===== src/rtl/booth_mult_pkg.sv =====
// Shared types and constants for the sequential Booth multiplier:
// FSM state encoding, Booth recode select codes for radix-2 and radix-4,
// and constant functions that size the iteration counter.
package booth_mult_pkg;

    typedef enum logic [1:0] {
        IDLE = 2'd0,
        RUN  = 2'd1,
        DONE = 2'd2
    } state_t;

    // Radix-2 recode of {Q[0], q_-1}; 00 and 11 add nothing
    localparam logic [1:0] R2_ADD = 2'b01;
    localparam logic [1:0] R2_SUB = 2'b10;

    // Radix-4 recode of {Q[1], Q[0], q_-1}; 000 and 111 add nothing
    localparam logic [2:0] R4_ADD1_A = 3'b001;
    localparam logic [2:0] R4_ADD1_B = 3'b010;
    localparam logic [2:0] R4_ADD2   = 3'b011;
    localparam logic [2:0] R4_SUB2   = 3'b100;
    localparam logic [2:0] R4_SUB1_A = 3'b101;
    localparam logic [2:0] R4_SUB1_B = 3'b110;

    // Number of Booth steps for an n-bit multiplier extended by one bit
    function automatic int iter_count(input int n, input int radix);
        if (radix == 4)
            return ((n + 1) + ((n + 1) % 2)) / 2;
        return n + 1;
    endfunction

    // Bits needed to count 0..k-1
    function automatic int clog2(input int k);
        int r;
        r = 0;
        for (int i = 0; i < 32; i++)
            if ((1 << r) < k) r++;
        return (r < 1) ? 1 : r;
    endfunction

endpackage


===== src/rtl/booth_mn_seq_mult_if.sv =====
// Operand/result handshake bundle for booth_mn_seq_mult. The master side
// supplies operands and accepts the product; the multiplier is the slave.
interface booth_mn_seq_mult_if #(
    parameter int M = 32,
    parameter int N = 32
);
    logic             in_valid;
    logic             in_ready;
    logic [M-1:0]     a;
    logic [N-1:0]     b;
    logic             is_signed;
    logic             out_valid;
    logic             out_ready;
    logic [M+N-1:0]   product;
    logic             busy;

    modport master (
        output in_valid, a, b, is_signed, out_ready,
        input  in_ready, out_valid, product, busy
    );

    modport slave (
        input  in_valid, a, b, is_signed, out_ready,
        output in_ready, out_valid, product, busy
    );
endinterface


===== src/rtl/booth_mn_seq_mult_step.sv =====
// One combinational Booth iteration: recode the low multiplier bits,
// add 0 / +-A (radix-2) or 0 / +-A / +-2A (radix-4) into P, then shift
// {P, Q, q_-1} arithmetically right by log2(RADIX).
module booth_step
    import booth_mult_pkg::*;
#(
    parameter int AW    = 33,
    parameter int PW    = 34,
    parameter int QW    = 33,
    parameter int RADIX = 2
) (
    input  logic signed [AW-1:0] a,
    input  logic signed [PW-1:0] p,
    input  logic        [QW-1:0] q,
    input  logic                 qm1,
    output logic signed [PW-1:0] p_nxt,
    output logic        [QW-1:0] q_nxt,
    output logic                 qm1_nxt
);
    logic signed [PW-1:0]   a_ext;
    logic signed [PW-1:0]   a_neg;
    logic signed [PW-1:0]   p_sum;
    logic signed [PW+QW:0]  shift_in;
    logic signed [PW+QW:0]  shift_out;

    assign a_ext    = {{(PW-AW){a[AW-1]}}, a};
    assign a_neg    = ~a_ext + PW'(1);
    assign shift_in = {p_sum, q, qm1};
    assign {p_nxt, q_nxt, qm1_nxt} = shift_out;

    generate
        if (RADIX == 4) begin : g_radix4
            logic signed [PW-1:0] a2;
            logic signed [PW-1:0] a2_neg;
            assign a2     = a_ext <<< 1;
            assign a2_neg = ~a2 + PW'(1);

            // Select 0, +-A or +-2A from the overlapping bit triplet
            always_comb begin
                p_sum = p;
                case ({q[1], q[0], qm1})
                    R4_ADD1_A, R4_ADD1_B: p_sum = p + a_ext;
                    R4_ADD2:              p_sum = p + a2;
                    R4_SUB2:              p_sum = p + a2_neg;
                    R4_SUB1_A, R4_SUB1_B: p_sum = p + a_neg;
                    default:              p_sum = p;
                endcase
            end
            assign shift_out = shift_in >>> 2;
        end else begin : g_radix2
            // Select 0 or +-A from the current bit pair
            always_comb begin
                p_sum = p;
                case ({q[0], qm1})
                    R2_ADD:  p_sum = p + a_ext;
                    R2_SUB:  p_sum = p + a_neg;
                    default: p_sum = p;
                endcase
            end
            assign shift_out = shift_in >>> 1;
        end
    endgenerate

endmodule


===== src/rtl/booth_mn_seq_mult.sv =====
// Iterative M x N Booth multiplier with valid/ready handshakes on both
// sides and a per-operation signed/unsigned mode. One Booth step is reused
// for K cycles; the result is held until the consumer takes it.
// Build option: define BOOTH_MULT_RADIX4_EN for radix-4 recoding
// (about half the iterations); products are identical either way.
module booth_mn_seq_mult
    import booth_mult_pkg::*;
#(
    parameter int M = 32,
    parameter int N = 32
) (
    input  logic                clk,
    input  logic                rst_n,
    booth_mn_seq_mult_if.slave  bus
);
`ifdef BOOTH_MULT_RADIX4_EN
    localparam int RADIX = 4;
`else
    localparam int RADIX = 2;
`endif
    localparam int K  = iter_count(N, RADIX);
    // Radix-4 consumes two multiplier bits per step, so Q is padded to even
    localparam int QW = (RADIX == 4) ? 2 * K : N + 1;
    // One guard bit beyond the extended multiplicand, plus one more for 2A
    localparam int PW = M + 1 + RADIX / 2;
    localparam int CW = clog2(K);
    localparam logic [CW-1:0] LAST = CW'(K - 1);

    state_t                 state, state_nxt;
    logic signed [M:0]      a_reg;
    logic signed [PW-1:0]   p_reg;
    logic        [QW-1:0]   q_reg;
    logic                   qm1_reg;
    logic        [CW-1:0]   cnt;
    logic        [M+N-1:0]  product_reg;

    logic signed [PW-1:0]   p_nxt;
    logic        [QW-1:0]   q_nxt;
    logic                   qm1_nxt;
    logic        [PW+QW-1:0] pq_nxt;
    logic                   unused_hi;
    logic                   accept;
    logic                   sext;

    assign accept    = bus.in_valid && (state == IDLE);
    assign sext      = bus.is_signed;
    assign pq_nxt    = {p_nxt, q_nxt};
    // Bits above M+N are only extension of the exact product
    assign unused_hi = ^pq_nxt[PW+QW-1:M+N];

    booth_step #(
        .AW    (M + 1),
        .PW    (PW),
        .QW    (QW),
        .RADIX (RADIX)
    ) u_step (
        .a       (a_reg),
        .p       (p_reg),
        .q       (q_reg),
        .qm1     (qm1_reg),
        .p_nxt   (p_nxt),
        .q_nxt   (q_nxt),
        .qm1_nxt (qm1_nxt)
    );

    // State register
    always_ff @(posedge clk or negedge rst_n) begin
        if (!rst_n) state <= IDLE;
        else        state <= state_nxt;
    end

    // Next-state: accept in IDLE, iterate in RUN, hold result in DONE
    always_comb begin
        state_nxt = state;
        case (state)
            IDLE:    if (accept)          state_nxt = RUN;
            RUN:     if (cnt == LAST)     state_nxt = DONE;
            DONE:    if (bus.out_ready)   state_nxt = IDLE;
            default:                      state_nxt = IDLE;
        endcase
    end

    // Handshake outputs decoded from state
    always_comb begin
        bus.in_ready  = (state == IDLE);
        bus.out_valid = (state == DONE);
        bus.busy      = (state == RUN) || (state == DONE);
        bus.product   = product_reg;
    end

    // Operand load, Booth iteration and result capture
    always_ff @(posedge clk or negedge rst_n) begin
        if (!rst_n) begin
            a_reg       <= '0;
            p_reg       <= '0;
            q_reg       <= '0;
            qm1_reg     <= 1'b0;
            cnt         <= '0;
            product_reg <= '0;
        end else if (accept) begin
            a_reg   <= {sext & bus.a[M-1], bus.a};
            q_reg   <= {{(QW-N){sext & bus.b[N-1]}}, bus.b};
            p_reg   <= '0;
            qm1_reg <= 1'b0;
            cnt     <= '0;
        end else if (state == RUN) begin
            p_reg   <= p_nxt;
            q_reg   <= q_nxt;
            qm1_reg <= qm1_nxt;
            if (cnt == LAST) begin
                cnt         <= '0;
                product_reg <= pq_nxt[M+N-1:0];
            end else begin
                cnt <= cnt + CW'(1);
            end
        end
    end

endmodule


===== src/flat_wrapper.sv =====
// flat-port wrapper written by rule: the top's interface ports become plain ports
module booth_mn_seq_mult_flat import booth_mult_pkg::*;
#(
    parameter int M = 32,
    parameter int N = 32
)
  (clk, rst_n, bus_in_valid, bus_a, bus_b, bus_is_signed, bus_out_ready, bus_in_ready, bus_out_valid, bus_product, bus_busy);
  booth_mn_seq_mult_if #(.M(M), .N(N)) bus_i ();
  input  logic clk;
  input  logic rst_n;
  input wire logic [$bits(bus_i.in_valid)-1:0] bus_in_valid;
  input wire logic [$bits(bus_i.a)-1:0] bus_a;
  input wire logic [$bits(bus_i.b)-1:0] bus_b;
  input wire logic [$bits(bus_i.is_signed)-1:0] bus_is_signed;
  input wire logic [$bits(bus_i.out_ready)-1:0] bus_out_ready;
  output wire logic [$bits(bus_i.in_ready)-1:0] bus_in_ready;
  output wire logic [$bits(bus_i.out_valid)-1:0] bus_out_valid;
  output wire logic [$bits(bus_i.product)-1:0] bus_product;
  output wire logic [$bits(bus_i.busy)-1:0] bus_busy;
  assign bus_i.in_valid = bus_in_valid;
  assign bus_i.a = bus_a;
  assign bus_i.b = bus_b;
  assign bus_i.is_signed = bus_is_signed;
  assign bus_i.out_ready = bus_out_ready;
  assign bus_in_ready = bus_i.in_ready;
  assign bus_out_valid = bus_i.out_valid;
  assign bus_product = bus_i.product;
  assign bus_busy = bus_i.busy;
  booth_mn_seq_mult #(.M(M), .N(N)) u_core (.clk(clk), .rst_n(rst_n), .bus(bus_i));
endmodule

===== config.mk =====
export PLATFORM = sky130hd
export DESIGN_NAME = booth_mn_seq_mult_flat
export DESIGN_NICKNAME = d
export VERILOG_FILES = /design/src/rtl/booth_mult_pkg.sv /design/src/rtl/booth_mn_seq_mult_if.sv /design/src/rtl/booth_mn_seq_mult_step.sv /design/src/rtl/booth_mn_seq_mult.sv /design/src/flat_wrapper.sv
export SDC_FILE = /design/constraint.sdc
export NUM_CORES = 1
export LEC_CHECK = 0
export ABC_CLOCK_PERIOD_IN_PS = 3600
export CAP_MARGIN = 20
export CORE_UTILIZATION = 57
export CTS_CLUSTER_DIAMETER = 40
export DETAILED_ROUTE_END_ITERATION = 6
export GPL_ROUTABILITY_DRIVEN = 0
export GPL_TIMING_DRIVEN = 1
export PLACE_DENSITY = 0.81
export SYNTH_ARGS = -nofsm -noshare
export SYNTH_HDL_FRONTEND = slang
export SYNTH_SLANG_ARGS = --single-unit
export TNS_END_PERCENT = 50

===== constraint.sdc =====
create_clock -name clk -period 3.6 [get_ports clk]
set_input_delay 0.72 -clock clk [delete_from_list [all_inputs] [get_ports clk]]
set_output_delay 0.72 -clock clk [all_outputs]
set_load 0.005 [all_outputs]

* After elaboration in Yosys (flattened, before gate mapping) *
Index checks and enable logic that the tools add are counted.

operators by class
  equality and inequality tests = 8
  mux-type cells = 14
  $add $sub $neg = 4
  bitwise operators = 4
  reductions and logical operators = 6

operators by type and width
  kind                                                                   number
  34-bit 2-to-1 mux                                                      2
  34-bit one-hot mux with 2 select lines                                 1
  33-bit 2-to-1 mux                                                      2
  34-bit by 2-bit adder with 34-bit output, second input constant        1
  34-bit by 33-bit adder with 34-bit output                              1
  34-bit adder                                                           1
  33-bit NOT with 34-bit output                                          1
  6-bit 2-to-1 mux                                                       3
  6-bit by 1-bit adder with 6-bit output, second input constant          1
  6-bit equality test, second input constant                             1
  2-bit 2-to-1 mux                                                       3
  2-bit one-hot mux with 3 select lines                                  1
  3-bit AND reduction                                                    2
  2-bit by 1-bit equality test with 1-bit output, second input constant  2
  2-bit equality test, second input constant                             2
  2-bit != test, second input constant                                   2
  1-bit bitwise AND                                                      2
  2-bit zero test                                                        1
  1-bit 2-to-1 mux                                                       2
  2-bit by 1-bit != test with 1-bit output, second input constant        1
  2-bit nonzero test                                                     1
  1-bit logical AND                                                      1
  1-bit logical OR                                                       1
  1-bit NOT                                                              1

word-level totals
  flip-flop bits (word level) = 173
  output and inout port bits = 67
  input bits = 69

* Logic depth before layout (Yosys ltp) *
  word-level depth = 6
  depth in mapped cells = 13
  mapped depth without buffers = 13

* Cells and area by module *
A second synthesis with hierarchy kept.

second synthesis, totals
  cell total of the unflattened synthesis = 1251
  area total of the unflattened synthesis = 11772.5 µm²

by module, submodules not included
  module             cells each  area each (µm²)  seq. area each (µm²)  times used
  booth_mn_seq_mult  581         7257.0           4329.2                1
  booth_step         670         4515.6           0.0                   1

* Least setup slack after synthesis *
Ideal clock, no wire load.

  path type = reg2reg
  from = register u_core.p_reg[15]
  to = register u_core.p_reg[24]
  required time = 3458 ps
  arrival = 2636 ps
  slack = 822 ps
  library setup time = 142 ps
  cell stages (with the launch flop) = 12
  path through = dfrtp_1 ha_1 buf_2 inv_1 o31ai_1 o21bai_1 nor3b_1 a21oi_1 o41a_1 xnor2_1 a221oi_1 o32ai_1

on the way
  longest elaborated chain between the ends = 4
  elaborated cells between the ends (all ways) = 5
  those cells by class = 2 x add/sub; 3 x mux

RTL lines
  element                                                                           RTL line                                                    RTL
  from (decl)                                                                       booth_mn_seq_mult.sv:31                                     logic signed [PW-1:0] p_reg;
  from (signal assigned)                                                            booth_mn_seq_mult.sv:107                                    p_reg <= p_nxt;
  34-bit adder / 34-bit by 33-bit adder with 34-bit output (equally long branches)  booth_mn_seq_mult_step.sv:56, booth_mn_seq_mult_step.sv:55
  34-bit one-hot mux with 2 select lines (*)                                        booth_mn_seq_mult_step.sv:54                                case ({q[0], qm1})
  34-bit 2-to-1 mux (*)                                                             booth_mn_seq_mult.sv:106                                    end else if (state == RUN) begin
  34-bit 2-to-1 mux (*)                                                             booth_mn_seq_mult.sv:100                                    end else if (accept) begin

Mark *: on every way between the ends. The rest lies on a longest branch, timed or not. The select of a mux whose other input is x is not followed.
A chain may end at the register's enable or synchronous reset.

* Worst setup path after layout *
  from = register u_core.p_reg[0]
  to = register u_core.product_reg[58], in the netlist u_core.bus.product[58]

on the way
  longest elaborated chain between the ends = 2
  elaborated cells between the ends (all ways) = 3
  those cells by class = 2 x add/sub; 1 x mux

RTL lines
  element                                                                           RTL line                                                    RTL
  34-bit adder / 34-bit by 33-bit adder with 34-bit output (equally long branches)  booth_mn_seq_mult_step.sv:56, booth_mn_seq_mult_step.sv:55
  34-bit one-hot mux with 2 select lines (*)                                        booth_mn_seq_mult_step.sv:54
  to (signal assigned)                                                              booth_mn_seq_mult.sv:112                                    product_reg <= pq_nxt[M+N-1:0];
  to (decl)                                                                         booth_mn_seq_mult.sv:35                                     logic [M+N-1:0] product_reg;

Mark *: on every way between the ends. The rest lies on a longest branch, timed or not.

==> summary.txt <==
Run status
  – Outcome: complete, no violations

Logic synthesis
  – Post-synthesis cell area: roughly 0.011 mm^2
  – Sequential-to-total area share from yosys stat: 0.375
  – Mapped Nets: between 1500 and 2000
  – Syn_area_per_cell: 8.38 um^2
  – Asr flop ratio synth: 1.00
  – Number of synthesized flops with an enable pin: 0
  – Syn Inst Count: 1369
  – Synth cell types: 90
  – Most used DFF post-synth: dfrtp_1
  – Seq cells post-synth: 172
  – Synth warnings: 0

Finish
  – Max reg flops: 64
  – Nets@finish: 1599
  – Share of layout cells above drive strength 1: 0.0770
  – Area growth, synth to finish: 19.1%

Floorplan
  – Num ports: about 140
  – Chip Width: 144 um
  – DIE HEIGHT: 144 um
  – Row count: between 50 and 60
  – Core ar.: 0.0196 mm^2
  – DIE AREA: between 0.02 and 0.025 mm^2
  – Initial core utilization: 0.586

GRT
  – Total track usage: 0.332
  – Initial antenna violation count: 0
  – Gr ovfl total: 0
  – First-pass GRT wire length: 53200 um
  – Largest net degree at the start of global routing: between 60 and 70
  – Vias in the first global route: 10539

STA
  – Fmax: 0.292 GHz
  – Final-report hold violation count: 0
  – Setup-failing EPs final: 0
  – TNS Setup: 0 ps
  – Max-slew violation count: 0
  – Clk_skew: 16.8 ps
  – Part of the cycle the worst path needs: 0.951
  – Worst Tran Pin Value: 1080 ps
  – Minimum clock period: 3420 ps
  – Unrepaired setup endpoints after global routing: no
  – Slew headroom: 0.279
  – WHS: 249 ps

Routing
  – Final ANT Viol Nets: 0
  – Via-to-Cell Ratio: 6.29
  – # DRC: 0
  – Drt first-iter violations: approximately 1100
  – Initial DRT Pass Iterations: 6
  – Routed wire length: 33000 um
  – Vias post-DR: ~11000
  – WL/cell: 19.1 um

Placed design
  – Buffers added on ports: between 100 and 150
  – Post-DP HPWL: 22700 um

Clock network
  – H-Tree Depth: 4
  – Clk pin slew, worst setup/hold paths: roughly 80 ps
  – CTS Buffer Depth: 2
  – CTS sink count: 172
  – Total CTS buffers: 17
  – CTS root buffer: clkbuf_16
  – CTS tree: yes
  – Clock Latency Late Sink: 470 ps

Worst setup path
  – CP endpoint kind: register
  – Delay-heaviest family, CP: compound AO/OA/AOI/OAI gates
  – Crit path cell chain: inv_1, ha_1, inv_1, fa_1, a21oi_1, o211ai_2, nand4_1, a21oi_1, a21oi_1, o21ai_0, xnor2_1, a221oi_2, o21ai_1
  – CP dominant cell by count: a21oi_1
  – Worst path arrival time: 3750 ps
  – Crit path kind: register to register
  – Crit path launch type: register
  – Crit path max fanout: 3
  – Critical Path Slowest Stage Cell: fa_1
  – CP required: approximately 3900 ps
  – CP Buf/Inv Count: 2
  – Largest stage delay on the critical path: 450 ps

Power
  – Worst VDD drop: between 0.0005 and 0.0006 V
  – Total Power Consumption: 13.9 mW
  – Power per cell area: between 1000 and 1500 mW/mm^2
  – Leak: 6.05 nW

Job
  – Max-Cap Viols: 0

Min path
  – Hold Crit Class: input pin to asynchronous set/reset pin
[path summary, 6_finish.rpt]
check / from / endpoint / slack, ps / depth (start not counted)
max in group asynchronous: rst_n / u_core.p_reg[0]$_DFFE_PN0P_ / 2420 / 2
setup reg to reg: u_core.p_reg[0]$_DFFE_PN0P_ / u_core.bus.product[58]$_DFFE_PN0P_ / 180 / 13
hold reg to reg: u_core.bus.product[31]$_DFFE_PN0P_ / u_core.bus.product[31]$_DFFE_PN0P_ / 480 / 2
hold / removal: rst_n / u_core.bus.product[50]$_DFFE_PN0P_ / 250 / 1
min in group clk: u_core.bus.product[31]$_DFFE_PN0P_ / u_core.bus.product[31]$_DFFE_PN0P_ / 480 / 2
setup / recovery: u_core.p_reg[0]$_DFFE_PN0P_ / u_core.bus.product[58]$_DFFE_PN0P_ / 180 / 13
[worst reg2reg max path, stage by stage (launching register included)]
cell and delay (ps):
dfrtp_1 400, inv_1 80, ha_1 180, inv_1 70
fa_1 450, a21oi_1 270, o211ai_2 150, nand4_1 290
a21oi_1 180, a21oi_1 400, o21ai_0 190, xnor2_1 170
a221oi_2 340, o21ai_1 140
[final cells by class]
class | instances | area, um^2
Fill cell | 1566 | 5920
Sequential cell | 172 | 4300
Inverter | 81 | 304
Antenna cell | 1 | 2.50
Tap cell | 265 | 332
Clock inverter | 15 | 214
Multi-Input combinational cell | 1026 | 6530
Clock buffer | 17 | 425
Timing Repair Buffer | 157 | 1560
[cells in the mapped netlist, types with 5 or more instances]
library cell    n  share of area
a211o_1         5         0.0038
a211oi_1       20          0.013
a21o_1         17          0.011
a21oi_1       100          0.044
a221o_1         5         0.0044
a221oi_1       15          0.011
a22oi_1         5         0.0033
a311oi_1        6         0.0046
a31oi_1        17         0.0093
and3_1          8         0.0044
buf_1          10         0.0033
buf_2          15         0.0065
clkbuf_1       61          0.020
dfrtp_1       172           0.38
ha_1           73          0.080
inv_1          71          0.023
inv_2           8         0.0026
mux2_2          5         0.0049
mux2i_1        44          0.038
nand2_1       256          0.084
nand2b_1        8         0.0044
nand3_1        25          0.011
nand4_1        11         0.0060
nor2_1         80          0.026
nor2b_1         9         0.0049
nor3_1         26          0.011
nor4_1          8         0.0044
o211ai_1        8         0.0052
o21ai_0       127          0.055
o21ai_1         7         0.0031
o21bai_1        8         0.0052
o221a_2         7         0.0069
o31ai_1        18          0.012
xnor2_1        17          0.013
[metal layers]
| metal | part of all wire | track usage |
|---|---|---|
| met1 | 0.41 | 0.415 |
| met3 | 0.092 | 0.0906 |
| met4 | 0.044 | 0.167 |
| met2 | 0.45 | 0.525 |
| met5 | 0 | 0 |
[cells by family (layout without fill, tap and decap cells)]
logic type,after synthesis,after routing,synth area share
flip-flops,172,172,0.375
XOR/XNOR,19,19,0.0145
AO/OA/AOI/OAI,431,431,0.254
adder cells (fa/ha/maj),75,75,0.0831
other,0,1,0
multiplexers,50,50,0.0443
AND/OR/NAND/NOR,451,451,0.170
buffers and inverters,171,270,0.0592
[placed cells by master (no fill, tap or decap), types with 20 or more instances in the layout]
cell type / instances
a211oi_1: 20
a21oi_1: 100
clkdlybuf4s50_1: 134
dfrtp_1: 172
ha_1: 72
inv_1: 71
mux2i_1: 44
nand2_1: 256
nand3_1: 24
nor2_1: 79
nor3_1: 26
o21ai_0: 127
[through the flow]
stage	area, um^2	std cells	setup WS, ps	utilization
floorplan	11500	1369	822	-
global placement	13000	1701	355	0.665
detailed placement	13000	1701	322	0.665
CTS	13700	1733	275	0.697
global route	13700	1733	21.2	0.698
finish	13700	1734	176	0.698
[where the power goes]
| group | switching [mW] | total, mW | internal (mW) |
|---|---|---|---|
| clock | 1.02 | 2.00 | 0.979 |
| sequential | 0.594 | 3.29 | 2.69 |
| combinational | 5.30 | 8.59 | 3.29 |
[timing repair]
| action | in CTS | in global routing |
|---|---|---|
| gates resized for setup | 0 | 1 |
| buffers inserted | 0 | 0 |
| setup endpoints to repair | 0 | 2 |
| hold buffers | 0 | 0 |
(Power assumes the default switching activity.)
